File: src/rtl/fetch_queue.sv
// fetch_queue: instruction-fetch front end with in-flight PC tracking, response FIFO and redirect flush.
// Optional build macro FETCH_BYPASS_EN presents a response directly to decode when the FIFO is empty.
//
// state | meaning
// RUN   | issue fetches within the credit limit, queue in-order responses for decode
// FLUSH | drop responses that belong to requests issued before a redirect

module fetch_queue #(
  parameter int unsigned DEPTH    = 4,
  parameter logic [31:0] RESET_PC = 32'h0000_0000
) (
  input  logic        CLK,
  input  logic        RESET_N,
  output logic        IMEM_REQ_VALID,
  input  logic        IMEM_REQ_READY,
  output logic [31:0] IMEM_REQ_ADDR,
  input  logic        IMEM_RESP_VALID,
  input  logic [31:0] IMEM_RESP_DATA,
  input  logic        REDIRECT,
  input  logic [31:0] REDIRECT_PC,
  output logic        FD_VALID,
  input  logic        FD_READY,
  output logic [31:0] FD_PC,
  output logic [31:0] FD_IR
);

  localparam int unsigned AW = $clog2(DEPTH);
  localparam int unsigned CW = AW + 1;
  localparam logic [CW:0]   DEPTH_CREDIT = (CW+1)'(DEPTH);
  localparam logic [CW-1:0] DEPTH_FULL   = CW'(DEPTH);
  localparam logic [31:0]   RESET_PC_AL  = {RESET_PC[31:2], 2'b00};

  typedef enum logic {
    ST_RUN   = 1'b0,
    ST_FLUSH = 1'b1
  } state_t;

  state_t        state;
  logic [31:0]   fetch_pc;
  logic [31:0]   fifo_pc [DEPTH];
  logic [31:0]   fifo_ir [DEPTH];
  logic [AW-1:0] fifo_rd;
  logic [AW-1:0] fifo_wr;
  logic [CW-1:0] count;
  logic [31:0]   infl_pc [DEPTH];
  logic [AW-1:0] infl_rd;
  logic [AW-1:0] infl_wr;
  logic [CW-1:0] outstanding;
  logic [CW-1:0] discard;

  logic          credit_ok;
  logic          req_valid;
  logic          req_fire;
  logic          resp_take;
  logic          fifo_empty;
  logic          bypass_sel;
  logic          fd_valid;
  logic          fd_fire;
  logic          push;
  logic          pop;
  logic [31:0]   fd_pc_sel;
  logic [31:0]   fd_ir_sel;
  logic [CW-1:0] redirect_discard;
  logic          flush_resp;
  logic          flush_last;
  logic          unused_redirect_lsb;

  assign unused_redirect_lsb = ^REDIRECT_PC[1:0];

  always_comb begin
    credit_ok  = ({1'b0, count} + {1'b0, outstanding}) < DEPTH_CREDIT;
    req_valid  = RESET_N && (state == ST_RUN) && !REDIRECT && credit_ok;
    req_fire   = req_valid && IMEM_REQ_READY;
    // A response in RUN always retires the oldest in-flight request, even when a redirect drops it.
    resp_take  = RESET_N && (state == ST_RUN) && IMEM_RESP_VALID && (outstanding != '0);
    fifo_empty = (count == '0);
`ifdef FETCH_BYPASS_EN
    bypass_sel = fifo_empty && resp_take;
    fd_pc_sel  = bypass_sel ? infl_pc[infl_rd] : fifo_pc[fifo_rd];
    fd_ir_sel  = bypass_sel ? IMEM_RESP_DATA   : fifo_ir[fifo_rd];
`else
    bypass_sel = 1'b0;
    fd_pc_sel  = fifo_pc[fifo_rd];
    fd_ir_sel  = fifo_ir[fifo_rd];
`endif
    fd_valid   = RESET_N && !REDIRECT && (!fifo_empty || bypass_sel);
    fd_fire    = fd_valid && FD_READY;
    pop        = fd_fire && !fifo_empty;
    push       = resp_take && !REDIRECT && !(bypass_sel && fd_fire);
    redirect_discard = outstanding - CW'(resp_take);
    flush_resp = IMEM_RESP_VALID && (discard != '0);
    flush_last = flush_resp && (discard == CW'(1));
  end

  assign IMEM_REQ_VALID = req_valid;
  assign IMEM_REQ_ADDR  = RESET_N ? {fetch_pc[31:2], 2'b00} : RESET_PC_AL;
  assign FD_VALID       = fd_valid;
  assign FD_PC          = fd_valid ? fd_pc_sel : 32'h0;
  assign FD_IR          = fd_valid ? fd_ir_sel : 32'h0;

  always_ff @(posedge CLK) begin
    if (!RESET_N) begin
      state       <= ST_RUN;
      fetch_pc    <= RESET_PC_AL;
      count       <= '0;
      outstanding <= '0;
      discard     <= '0;
      fifo_rd     <= '0;
      fifo_wr     <= '0;
      infl_rd     <= '0;
      infl_wr     <= '0;
    end else if (REDIRECT) begin
      fetch_pc    <= {REDIRECT_PC[31:2], 2'b00};
      count       <= '0;
      fifo_rd     <= '0;
      fifo_wr     <= '0;
      outstanding <= '0;
      infl_rd     <= '0;
      infl_wr     <= '0;
      if (state == ST_RUN) begin
        discard <= redirect_discard;
        state   <= (redirect_discard != '0) ? ST_FLUSH : ST_RUN;
      end else if (flush_resp) begin
        // Nothing was issued during FLUSH, so a second redirect leaves the drop count alone.
        discard <= discard - CW'(1);
        if (flush_last) state <= ST_RUN;
      end
    end else begin
      case (state)
        ST_RUN: begin
          if (req_fire) begin
            fetch_pc <= fetch_pc + 32'd4;
            infl_wr  <= infl_wr + AW'(1);
          end
          if (resp_take) infl_rd <= infl_rd + AW'(1);
          outstanding <= outstanding + CW'(req_fire) - CW'(resp_take);
          if (push) fifo_wr <= fifo_wr + AW'(1);
          if (pop)  fifo_rd <= fifo_rd + AW'(1);
          count <= count + CW'(push) - CW'(pop);
        end
        ST_FLUSH: begin
          if (flush_resp) begin
            discard <= discard - CW'(1);
            if (flush_last) state <= ST_RUN;
          end
        end
        default: state <= ST_RUN;
      endcase
    end
  end

  always_ff @(posedge CLK) begin
    if (req_fire) infl_pc[infl_wr] <= fetch_pc;
    if (push) begin
      fifo_pc[fifo_wr] <= infl_pc[infl_rd];
      fifo_ir[fifo_wr] <= IMEM_RESP_DATA;
    end
  end

  always_ff @(posedge CLK) begin
    if (RESET_N) begin
      assert (!(push && !pop && (count == DEPTH_FULL)));
      assert (!((state == ST_RUN) && IMEM_RESP_VALID && (outstanding == '0)));
    end
  end

endmodule

File: config.mk
export PLATFORM = sky130hd
export DESIGN_NAME = fetch_queue
export DESIGN_NICKNAME = d
export VERILOG_FILES = /design/src/rtl/fetch_queue.sv
export SDC_FILE = /design/constraint.sdc
export NUM_CORES = 1
export LEC_CHECK = 0
export ABC_AREA = 1
export CORE_ASPECT_RATIO = 0.5
export CORE_MARGIN = 2
export CORE_UTILIZATION = 35
export DETAILED_ROUTE_END_ITERATION = 12
export PLACE_DENSITY_LB_ADDON = 0.1
export SETUP_SLACK_MARGIN = 0.4
export SYNTH_ARGS = -nofsm -noshare
export SYNTH_HDL_FRONTEND = slang
export SYNTH_SLANG_ARGS = --single-unit
export TNS_END_PERCENT = 20
File: constraint.sdc
create_clock -name CLK -period 4.8 [get_ports CLK]
set_input_delay 0.96 -clock CLK [delete_from_list [all_inputs] [get_ports CLK]]
set_output_delay 0.96 -clock CLK [all_outputs]
set_load 0.1 [all_outputs]
==> impl_results.md <==
* Status: complete, no violations
* Number of max-cap violations at 0
* Largest net degree at the start of global routing at 63
* Slew headroom at 32.8%
* Root Buffer Master: clkbuf_16
* Final instance area at 22,000 um^2
* Crit path depth at 8
* Crit-path cells: clkdlybuf4s50_1, inv_4, nand2_2, a21oi_2, inv_2, buf_12, a21oi_1, buf_12
* Initial Utilization at 35.4%
* Yosys reg bits at 420
* CTS Hold Buffers Added at 0
* Most common cell after layout, fill and taps aside: nor2_1
* Wire per inst at 17.2 um
* Initial DRC Count at 819
* Worst Hold Class: flop to flop
* Io pins at 168
* Gr usage total at 16.5%
* CP Class: input port to output port
* Hold Vio Cnt, Final at 0
* Most used cell, CP: buf_12
* Tcrit/Tclk final at 83.1%
* Reg-to-Reg Start: state
* Synth Flop Type: edfxtp_1
* RSZ-0062 raised after global routing: false
* Post_cts resized at 0
* Die Span Y at 163 um
* Die area at 52,700 um^2
* Reg2Reg Setup Slack at 1.81 ns
* Fin Clk Skew at 0.0280 ns
* Via count at 12,000
* Final TNS setup at 0 ns
* Antenna cells at 0
* Vias per inst at 4.73
* Final ANT Viol Nets at 0
* R2R cell count at 15
* CP Launch Point: REDIRECT
* DPL Wire Length at 26,400 um
* Top cell type by total area after synthesis: edfxtp_1
* Critical Path RT at 3.84 ns
* Reg clk slew, reported paths at 0.06 ns
* Worst slew pin tran at 1.01 ns
* Drt total wl at 43,500 um
* Core Region at 50,200 um^2
* Sink Count at 420
* Synth unique cells at 41
* Maximum fanout along the worst path at 39
* Crit path DAT at 3.03 ns
* Max Fclk at 0.251 GHz
* Fill cells at 4,797
* Area contributors post-synth: edfxtp_1 (62%), nor2_1 (8.4%), dfxtp_1 (5.9%)
* Max Slew Vio Count at 0
* Critical-path top delay cell: clkdlybuf4s50_1
* Layout cell share with drive strength beyond 1 at 12.0%
* Initial antenna violation count at 0
* CTS tree: built
* Lkg Pwr at 7.92 nW
* Final Net Count at 1,904
* CP Buf/Inv Count at 5
* Min Tclk post-route at 3.99 ns
* Power density over the cells at 361 nW/um^2
* DR pass1 iterations at 4
* CTS H-tree lvls at 2
* Place WS at 0.775 ns
* Seq/Total Area, Yosys at 68.0%
* Latest clock arrival within the worst-skew pair at 0.56 ns
* Area Growth Syn to Fin at 23.9%
* Die Wd at 323 um
* Top cell type's share of synthesized area at 62.1%
* Mapped cell area at 17,800 um^2
* Number of global-route vias before repair at 11,500
* Postcts setup bufs at 0
* Inserted Clock Buffers at 41
* Ys Warns at 0
* Global-route wire length before repair at 66,900 um
* Cells after Synth at 1,667
* Gr ovfl total at 0
* R2R Path End: count[2]
* Peak supply drop at 0.000190 V
* Min setup slack post-route at 0.812 ns
* Largest stage delay, worst path at 0.46 ns
* Post-synthesis async set-or-reset flop share at 0%
* Core Rows at 58
* Worst setup EP type: output port
* RePlAce Congestion at 0.774
* Mean Syn Cell Area at 10.7 um^2
* Most frequent cells in the layout: nor2_1 (391), edfxtp_1 (368), o21ai_0 (205)
* Max Buffers Root-to-Sink at 3
* DRC viols at 0
* Number of synthesized flops with an enable pin at 368
* CP startpoint kind: input port
* Finish-stage setup viols at 0
* Cell Area, Placed at 20,800 um^2
* # port buffers at 161
* Worst setup path end: FD_PC[18]
* CP top delay family: buffers and inverters
## flip-flops by register name (all words and copies together) (netlist names), 3 cells and up, named ones only
signal       cells
discard          3
count            3
fifo_pc        120
infl_pc        120
fetch_pc        30
fifo_ir        128
outstanding      3
## layer usage
layer,up-vias,GRT usage [%],routed length [um]
met3,54,2.91,1580
met2,173,27.1,20500
met5,-,0,0
li1,5991,-,-
met1,5766,23.0,20800
met4,0,3.51,644
## power breakdown
group	switching, mW	internal, mW
clock	1.37	1.74
sequential	0.0868	4.05
combinational	0.491	0.219
total	1.94	6.01
## cell usage after synthesis, types with 13 or more instances
library cell / n
nor2_1: 399
edfxtp_1: 368
o21ai_0: 205
nand2_1: 203
inv_1: 99
a21oi_1: 89
dfxtp_1: 52
clkbuf_1: 51
nand3_1: 46
o22ai_1: 31
ha_1: 20
buf_2: 19
nor2_2: 13
## area by class of cell
class / count / area (um^2) / share of cell area (%)
repair buffers: 188 / 2470 / 11.2
inverters: 105 / 399 / 1.81
well taps: 690 / 863 / 3.92
flip-flops and latches: 420 / 12100 / 54.9
clock inverters: 16 / 110 / 0.499
multi-input cells: 1056 / 4950 / 22.4
clock buffers: 58 / 1150 / 5.23
## worst min path at each step
stage | from | end | slack (ns) | cells past startpoint
detailed placement | count[2] | count[2] | 0.48 | 1
global route | count[2] | count[2] | 0.54 | 1
floorplan | count[2] | count[2] | 0.45 | 1
global placement | count[2] | count[2] | 0.48 | 1
finish | count[2] | count[2] | 0.50 | 1
CTS | count[2] | count[2] | 0.50 | 1
## metrics by stage
step	util (%)	std cells	hold WS (ns)	power (mW)
after floorplan	-	1670	0.447	4.66
after global placement	41.4	2459	0.477	4.93
after detailed placement	41.4	2459	0.485	4.94
after CTS	43.9	2533	0.500	8.06
after global routing	43.9	2533	0.542	8.28
final	43.9	2533	0.501	7.95
## cells by family after synthesis
logic type                 Yosys count  share of synthesized area (%)
AOI/OAI and AO/OA                  341                           10.0
adders and majority gates           22                           1.63
buffers and inverters              194                           4.50
muxes                                4                          0.225
and+or+nand+nor                    681                           15.4
other                                1                         0.0211
xor gates and xnor gates             4                          0.197
DFF                                420                           68.0
No activity file was read; power rests on OpenSTA's default activity.
